==> src/rtl/inst_fetch_if.sv <==
// -----------------------------------------------------------------------------
// inst_fetch_if
//   Bundles every bus signal of the instruction fetch stage: the instruction
//   memory request/response channel, the redirect input from execute and the
//   instruction output toward decode. Signal names keep the fetch stage's
//   direction suffix (_o driven by fetch, _i driven by its environment).
//
//   Handshake rules for both valid/ready channels (imem request, decode
//   output): a transfer happens on a rising clock edge where valid and ready
//   are both 1; valid never depends combinationally on ready of the same
//   channel except imem_req_valid_o, which looks at inst_ready_i to allow a
//   fetch while the output buffer is draining. The imem response channel is
//   valid-only and cannot be stalled.
//
// Modports
//   master : fetch stage view
//   slave  : environment view (memory + decode + execute)
// -----------------------------------------------------------------------------
interface inst_fetch_if;
   logic        imem_req_valid_o;
   logic        imem_req_ready_i;
   logic [31:0] imem_req_addr_o;
   logic        imem_rsp_valid_i;
   logic [31:0] imem_rsp_data_i;
   logic        redirect_i;
   logic [31:0] redirect_pc_i;
   logic        inst_valid_o;
   logic        inst_ready_i;
   logic [31:0] inst_o;
   logic [31:0] pc_o;

   modport master (
      output imem_req_valid_o, imem_req_addr_o, inst_valid_o, inst_o, pc_o,
      input  imem_req_ready_i, imem_rsp_valid_i, imem_rsp_data_i,
             redirect_i, redirect_pc_i, inst_ready_i
   );

   modport slave (
      input  imem_req_valid_o, imem_req_addr_o, inst_valid_o, inst_o, pc_o,
      output imem_req_ready_i, imem_rsp_valid_i, imem_rsp_data_i,
             redirect_i, redirect_pc_i, inst_ready_i
   );
endinterface

==> src/rtl/inst_fetch.sv <==
// -----------------------------------------------------------------------------
// inst_fetch
//   Instruction fetch stage. Owns the PC, issues one word-aligned read at a
//   time to instruction memory and hands each returned word (with its PC) to
//   decode through a one-entry valid/ready buffer. A redirect from execute
//   reloads the PC, flushes the buffer and marks any outstanding fetch as
//   stale (kill) so its response is discarded.
//
// Ports
//   clk_i       : clock, rising edge
//   rst_n_i     : asynchronous active-low reset
//   bus         : inst_fetch_if.master (imem request/response, redirect,
//                 instruction output to decode)
//   o_dbg_state : current FSM state (0 = REQ, 1 = WAIT)
// -----------------------------------------------------------------------------
module inst_fetch #(
   parameter logic [31:0] RESET_PC = 32'h8000_0000
) (
   input  logic         clk_i,
   input  logic         rst_n_i,
   inst_fetch_if.master bus,
   output logic [0:0]   o_dbg_state
);

   localparam logic [0:0] S_REQ  = 1'b0;
   localparam logic [0:0] S_WAIT = 1'b1;

   logic [0:0]  r_state;
   logic [31:0] r_pc;
   logic        r_kill;
   logic        r_inst_valid;
   logic [31:0] r_inst;
   logic [31:0] r_pc_o;

   logic        w_req_valid;
   logic        w_req_hs;
   logic        w_load;

   // A request only goes out when the output buffer is empty or being drained
   // this cycle, so the response is guaranteed to find the buffer free.
   // The reset term keeps the request low while rst_n_i is asserted even
   // though inst_ready_i may be high.
   assign w_req_valid = rst_n_i && (r_state == S_REQ) &&
                        (!r_inst_valid || bus.inst_ready_i);
   assign w_req_hs    = w_req_valid && bus.imem_req_ready_i;

   // A response is kept only if its fetch was not killed and no redirect
   // arrives in the same cycle.
   assign w_load = (r_state == S_WAIT) && bus.imem_rsp_valid_i &&
                   !r_kill && !bus.redirect_i;

   always_ff @(posedge clk_i or negedge rst_n_i) begin
      if (!rst_n_i) begin
         r_state      <= S_REQ;
         r_pc         <= RESET_PC;
         r_kill       <= 1'b0;
         r_inst_valid <= 1'b0;
         r_inst       <= 32'h0;
         r_pc_o       <= 32'h0;
      end else begin
         // Output buffer: redirect flushes regardless of inst_ready_i.
         if (bus.redirect_i) begin
            r_inst_valid <= 1'b0;
         end else if (w_load) begin
            r_inst_valid <= 1'b1;
            r_inst       <= bus.imem_rsp_data_i;
            r_pc_o       <= r_pc;
         end else if (bus.inst_ready_i) begin
            r_inst_valid <= 1'b0;
         end

         // PC: redirect wins; increment wraps naturally at 2^32.
         if (bus.redirect_i) begin
            r_pc <= {bus.redirect_pc_i[31:2], 2'b00};
         end else if (w_load) begin
            r_pc <= r_pc + 32'd4;
         end

         case (r_state)
            S_REQ: begin
               if (w_req_hs) begin
                  r_state <= S_WAIT;
                  // Request to the old PC is now in flight; drop its response.
                  if (bus.redirect_i) r_kill <= 1'b1;
               end
            end
            S_WAIT: begin
               if (bus.imem_rsp_valid_i) begin
                  r_state <= S_REQ;
                  r_kill  <= 1'b0;
               end else if (bus.redirect_i) begin
                  r_kill  <= 1'b1;
               end
            end
            default: r_state <= S_REQ;
         endcase
      end
   end

   assign bus.imem_req_valid_o = w_req_valid;
   assign bus.imem_req_addr_o  = r_pc;
   assign bus.inst_valid_o     = r_inst_valid;
   assign bus.inst_o           = r_inst;
   assign bus.pc_o             = r_pc_o;
   assign o_dbg_state          = r_state;

endmodule

==> src/flat_wrapper.sv <==
// flat-port wrapper written by rule: the top's interface ports become plain ports
module inst_fetch_flat 
#(
   parameter logic [31:0] RESET_PC = 32'h8000_0000
)
  (clk_i, rst_n_i, o_dbg_state, bus_imem_req_valid_o, bus_imem_req_addr_o, bus_inst_valid_o, bus_inst_o, bus_pc_o, bus_imem_req_ready_i, bus_imem_rsp_valid_i, bus_imem_rsp_data_i, bus_redirect_i, bus_redirect_pc_i, bus_inst_ready_i);
  inst_fetch_if bus_i ();
  input  logic clk_i;
  input  logic rst_n_i;
  output logic [0:0] o_dbg_state;
  output wire logic [$bits(bus_i.imem_req_valid_o)-1:0] bus_imem_req_valid_o;
  output wire logic [$bits(bus_i.imem_req_addr_o)-1:0] bus_imem_req_addr_o;
  output wire logic [$bits(bus_i.inst_valid_o)-1:0] bus_inst_valid_o;
  output wire logic [$bits(bus_i.inst_o)-1:0] bus_inst_o;
  output wire logic [$bits(bus_i.pc_o)-1:0] bus_pc_o;
  input wire logic [$bits(bus_i.imem_req_ready_i)-1:0] bus_imem_req_ready_i;
  input wire logic [$bits(bus_i.imem_rsp_valid_i)-1:0] bus_imem_rsp_valid_i;
  input wire logic [$bits(bus_i.imem_rsp_data_i)-1:0] bus_imem_rsp_data_i;
  input wire logic [$bits(bus_i.redirect_i)-1:0] bus_redirect_i;
  input wire logic [$bits(bus_i.redirect_pc_i)-1:0] bus_redirect_pc_i;
  input wire logic [$bits(bus_i.inst_ready_i)-1:0] bus_inst_ready_i;
  assign bus_imem_req_valid_o = bus_i.imem_req_valid_o;
  assign bus_imem_req_addr_o = bus_i.imem_req_addr_o;
  assign bus_inst_valid_o = bus_i.inst_valid_o;
  assign bus_inst_o = bus_i.inst_o;
  assign bus_pc_o = bus_i.pc_o;
  assign bus_i.imem_req_ready_i = bus_imem_req_ready_i;
  assign bus_i.imem_rsp_valid_i = bus_imem_rsp_valid_i;
  assign bus_i.imem_rsp_data_i = bus_imem_rsp_data_i;
  assign bus_i.redirect_i = bus_redirect_i;
  assign bus_i.redirect_pc_i = bus_redirect_pc_i;
  assign bus_i.inst_ready_i = bus_inst_ready_i;
  inst_fetch #(.RESET_PC(RESET_PC)) u_core (.clk_i(clk_i), .rst_n_i(rst_n_i), .bus(bus_i), .o_dbg_state(o_dbg_state));
endmodule
==> config.mk <==
export PLATFORM = sky130hd
export DESIGN_NAME = inst_fetch_flat
export DESIGN_NICKNAME = d
export VERILOG_FILES = /design/src/rtl/inst_fetch_if.sv /design/src/rtl/inst_fetch.sv /design/src/flat_wrapper.sv
export SDC_FILE = /design/constraint.sdc
export NUM_CORES = 1
export LEC_CHECK = 0
export ABC_AREA = 0
export CORE_MARGIN = 3
export CORE_UTILIZATION = 39
export CTS_CLUSTER_SIZE = 25
export DETAILED_ROUTE_END_ITERATION = 6
export PLACE_DENSITY_LB_ADDON = 0.12
export RECOVER_POWER = 50
export SETUP_SLACK_MARGIN = 0.5
export SLEW_MARGIN = 20
export SYNTH_ARGS = -nofsm -noshare
export SYNTH_HDL_FRONTEND = slang
export SYNTH_SLANG_ARGS = --single-unit
==> constraint.sdc <==
create_clock -name clk_i -period 1.94 [get_ports clk_i]
set_input_delay 0.291 -clock clk_i [delete_from_list [all_inputs] [get_ports clk_i]]
set_output_delay 0.291 -clock clk_i [all_outputs]
set_load 0.03 [all_outputs]
==> flow_summary.yaml <==
route:
  vias_per_cell: 5.22
  drtAntennaViolNets: 0
  drc_errors: 0
  first_pass_iters: 4
  vias: 3843
  wl_per_cell_um: 18.2
  drt-total-wl_um: 13400
  drtIter0Drc: 149
global_routing:
  grt_pass1_vias: 3855
  track_usage: 0.222
  overflow: 0
  grt_first_pass_wirelength_um: 20800
  grt_max_degree: 89
  antenna_found_initial: 0
clocking:
  htree_levels: 3
  cts_tree: "yes"
  insertion_delay_ns: 0.36
  ctsLongestPathBuffers: 2
  root_buffer: "clkbuf_8"
  cts_sinks: 95
  clkSlewWorstSetupHoldPaths_ns: 0.10
  cts_made_buffers: 9
logic_synthesis:
  synth_area_per_cell_um2: 11.9
  synth_ff_type: "dfrtp_1"
  yosys_warnings: 0
  syn_inst: 355
  synth_seq_cells: 95
  yosysUniqueCellTypes: 38
  synth_edf_count: 0
  syn_area_um2: 4230
  yosysSeqAreaShare: 0.563
  async_flop_share: 1.00
power_and_ir_drop:
  power_density_nw_per_um2: 1160
  intPower_mw: 4.88
  leakage_nw: 3.03
  total_power_mw: 8.29
  p_clk_frac: 0.158
  pwr-share-comb: 0.469
  p_switching_mw: 3.41
  swShare: 0.412
  peakVddDrop_v: 0.000644
  seq_power_share: 0.373
min_path:
  min_path_type: "in2reg"
placement:
  place_inst: 677
  hpwl_um: 8320
  routabilityCongestion: 0.816
  place_area_um2: 6530
  port_buffers: 162
die:
  die_w_um: 110
  die_h_um: 110
  ioPinCount: 169
  die_area_um2: 12100
  core_um2: 10400
  start_util: 0.406
  row_count: 37
sta:
  timing.fmax_ghz: 0.534
  finalSetupTns_ns: 0
  setup_viol: 0
  rsz0062_at_grt: "yes"
  period_share: 0.965
  worstMarginPinSlew_ns: 1.18
  slew_headroom: 0.212
  slew_viol_final: 0
  finalHoldViolations: 0
  fin_worst_skew_ns: 0.0155
  fin_crit_ns: 1.87
setup_path:
  worstSetupPathType: "reg2reg"
  start_kind: "flip-flop"
  cp_max_fo: 5
  timing.critical_path.arrival_ns: 2.15
  end_kind: "flip-flop"
  required_ns: 2.22
cells_and_area:
  areaGrowthSynthToFinish_pct: 69.4
  drive_above_1_share: 0.392
  nNetsFinal: 666
  fill_cells: 820
  stdcell_area_um2: 7160
  fin_util: 0.688
  final_cells: 736
  diodes: 0
job:
  drv_cap: 0
outcome:
  status: "finished, final reports clean"
worst paths after layout:
check	from	end	slack (ns)	cells past startpoint
max in group asynchronous	rst_n_i	u_core.bus.imem_req_addr_o[11]	0.44	2
hold / removal	bus_redirect_pc_i[7]	u_core.bus.imem_req_addr_o[7]	0.47	3
setup / recovery	u_core.bus.imem_req_addr_o[16]	u_core.bus.imem_req_addr_o[26]	0.07	5
setup reg to reg	u_core.bus.imem_req_addr_o[16]	u_core.bus.imem_req_addr_o[26]	0.07	5
min in group asynchronous	rst_n_i	u_core.bus.inst_o[14]	0.67	2
hold reg to reg	u_core.bus.pc_o[19]	u_core.bus.pc_o[19]	0.52	1
registers in the layout (all words and copies together), names as in the netlist:
register	flops
u_core.bus.inst_valid_o	1
u_core.r_kill	1
u_core.bus.pc_o	30
u_core.bus.inst_o	32
u_core.o_dbg_state	1
u_core.bus.imem_req_addr_o	30
cell families (layout without fill, tap and decap cells):
| logic type | count (synthesis) | count (layout) | synth area share |
|---|---|---|---|
| mux | 63 | 63 | 0.168 |
| compound gates | 53 | 53 | 0.0802 |
| other cells | 1 | 4 | 0.000887 |
| xor+xnor | 10 | 10 | 0.0207 |
| buf+inv | 29 | 269 | 0.0329 |
| fa+ha+maj | 1 | 1 | 0.00296 |
| flops | 95 | 95 | 0.563 |
| simple gates | 103 | 105 | 0.132 |
stage by stage:
step                      hold slack [ns]  worst slack [ns]
final                               0.470            0.0670
after global routing                0.472           -0.0426
after CTS                          0.0616            0.0811
after detailed placement            0.157            -0.166
after global placement              0.154            -0.125
after floorplan                  -0.00459            -0.156
layout by cell type, fill, tap and decap left out, types with 3 or more instances in the layout:
master / Yosys / layout
nor2_4: 0 / 3
mux2_4: 0 / 62
o21ai_0: 15 / 3
buf_6: 2 / 22
buf_16: 0 / 8
nor2_1: 24 / 21
inv_1: 5 / 5
a21oi_1: 3 / 3
a31oi_1: 17 / 16
clkdlybuf4s50_1: 0 / 65
clkdlybuf4s15_2: 0 / 3
buf_2: 0 / 12
o31ai_1: 14 / 11
dfrtp_2: 0 / 17
dfrtp_1: 94 / 77
buf_12: 0 / 8
and3_1: 5 / 4
or4_1: 13 / 12
inv_8: 0 / 3
clkbuf_1: 17 / 46
conb_1: 1 / 4
xor2_1: 4 / 4
xnor2_1: 6 / 4
nand2_1: 20 / 18
o31ai_2: 0 / 3
buf_4: 4 / 55
o21ai_1: 0 / 12
or4_4: 1 / 4
clkbuf_8: 0 / 10
nand3_1: 15 / 12
nand4_1: 9 / 9
clkdlybuf4s15_1: 0 / 22
synth_stat cells, drive strengths merged (2+ instances only):
| cell | instances | area (um2) |
|---|---|---|
| nor2 | 24 | 90.1 |
| and4b | 2 | 20.0 |
| nand4 | 9 | 56.3 |
| xor2 | 4 | 35.0 |
| a21oi | 3 | 15.0 |
| mux2 | 62 | 698 |
| nor3 | 3 | 15.0 |
| nand3 | 16 | 85.1 |
| a31oi | 17 | 106 |
| o21ai | 15 | 75.1 |
| xnor2 | 6 | 52.6 |
| or4 | 14 | 109 |
| nand4b | 2 | 17.5 |
| nand2 | 20 | 75.1 |
| o31ai | 14 | 105 |
| inv | 5 | 18.8 |
| clkbuf | 17 | 63.8 |
| dfrtp | 94 | 2350 |
| and4 | 3 | 26.3 |
| buf | 6 | 52.6 |
| and3 | 5 | 31.3 |
final cells by class:
cell class	count	area, um2	area share
multi-input combinational	236	2140	0.299
sequential	95	2400	0.335
inverter	6	22.5	0.00314
tap	136	170	0.0238
clock inverter	6	58.8	0.00821
timing repair buffer	247	2230	0.311
clock buffer	10	138	0.0192
worst max-delay path, stage by stage, from the launching register on:
cell,delay [ns]
dfrtp_2,0.39
nand4_1,0.13
buf_4,0.18
or4_4,0.45
or4_1,0.46
a31oi_1,0.19
routing by layer:
| metal | wire length, um | global-route usage |
|---|---|---|
| met1 | 5930 | 0.311 |
| met2 | 6580 | 0.360 |
| met3 | 753 | 0.0402 |
| met4 | 127 | 0.0545 |
| met5 | 0 | 0 |
power by group through the flow:
stage	Sequential [mW]	Clock, mW	Combinational (mW)
after detailed placement	3.10	0	4.35
after floorplan	4.50	0	1.09
after global routing	3.19	1.43	4.10
final	3.09	1.31	3.89
after global placement	3.09	0	4.32
after CTS	3.08	1.34	4.03
repair_timing:
action,CTS,global route
hold endpoints to repair,7,0
buffers inserted,19,14
gates cloned,9,0
endpoints found under the setup margin,179,173
resized for setup,257,152
hold buffers,1,0
pin swaps,22,31
No activity file was read; power rests on OpenSTA's default activity.
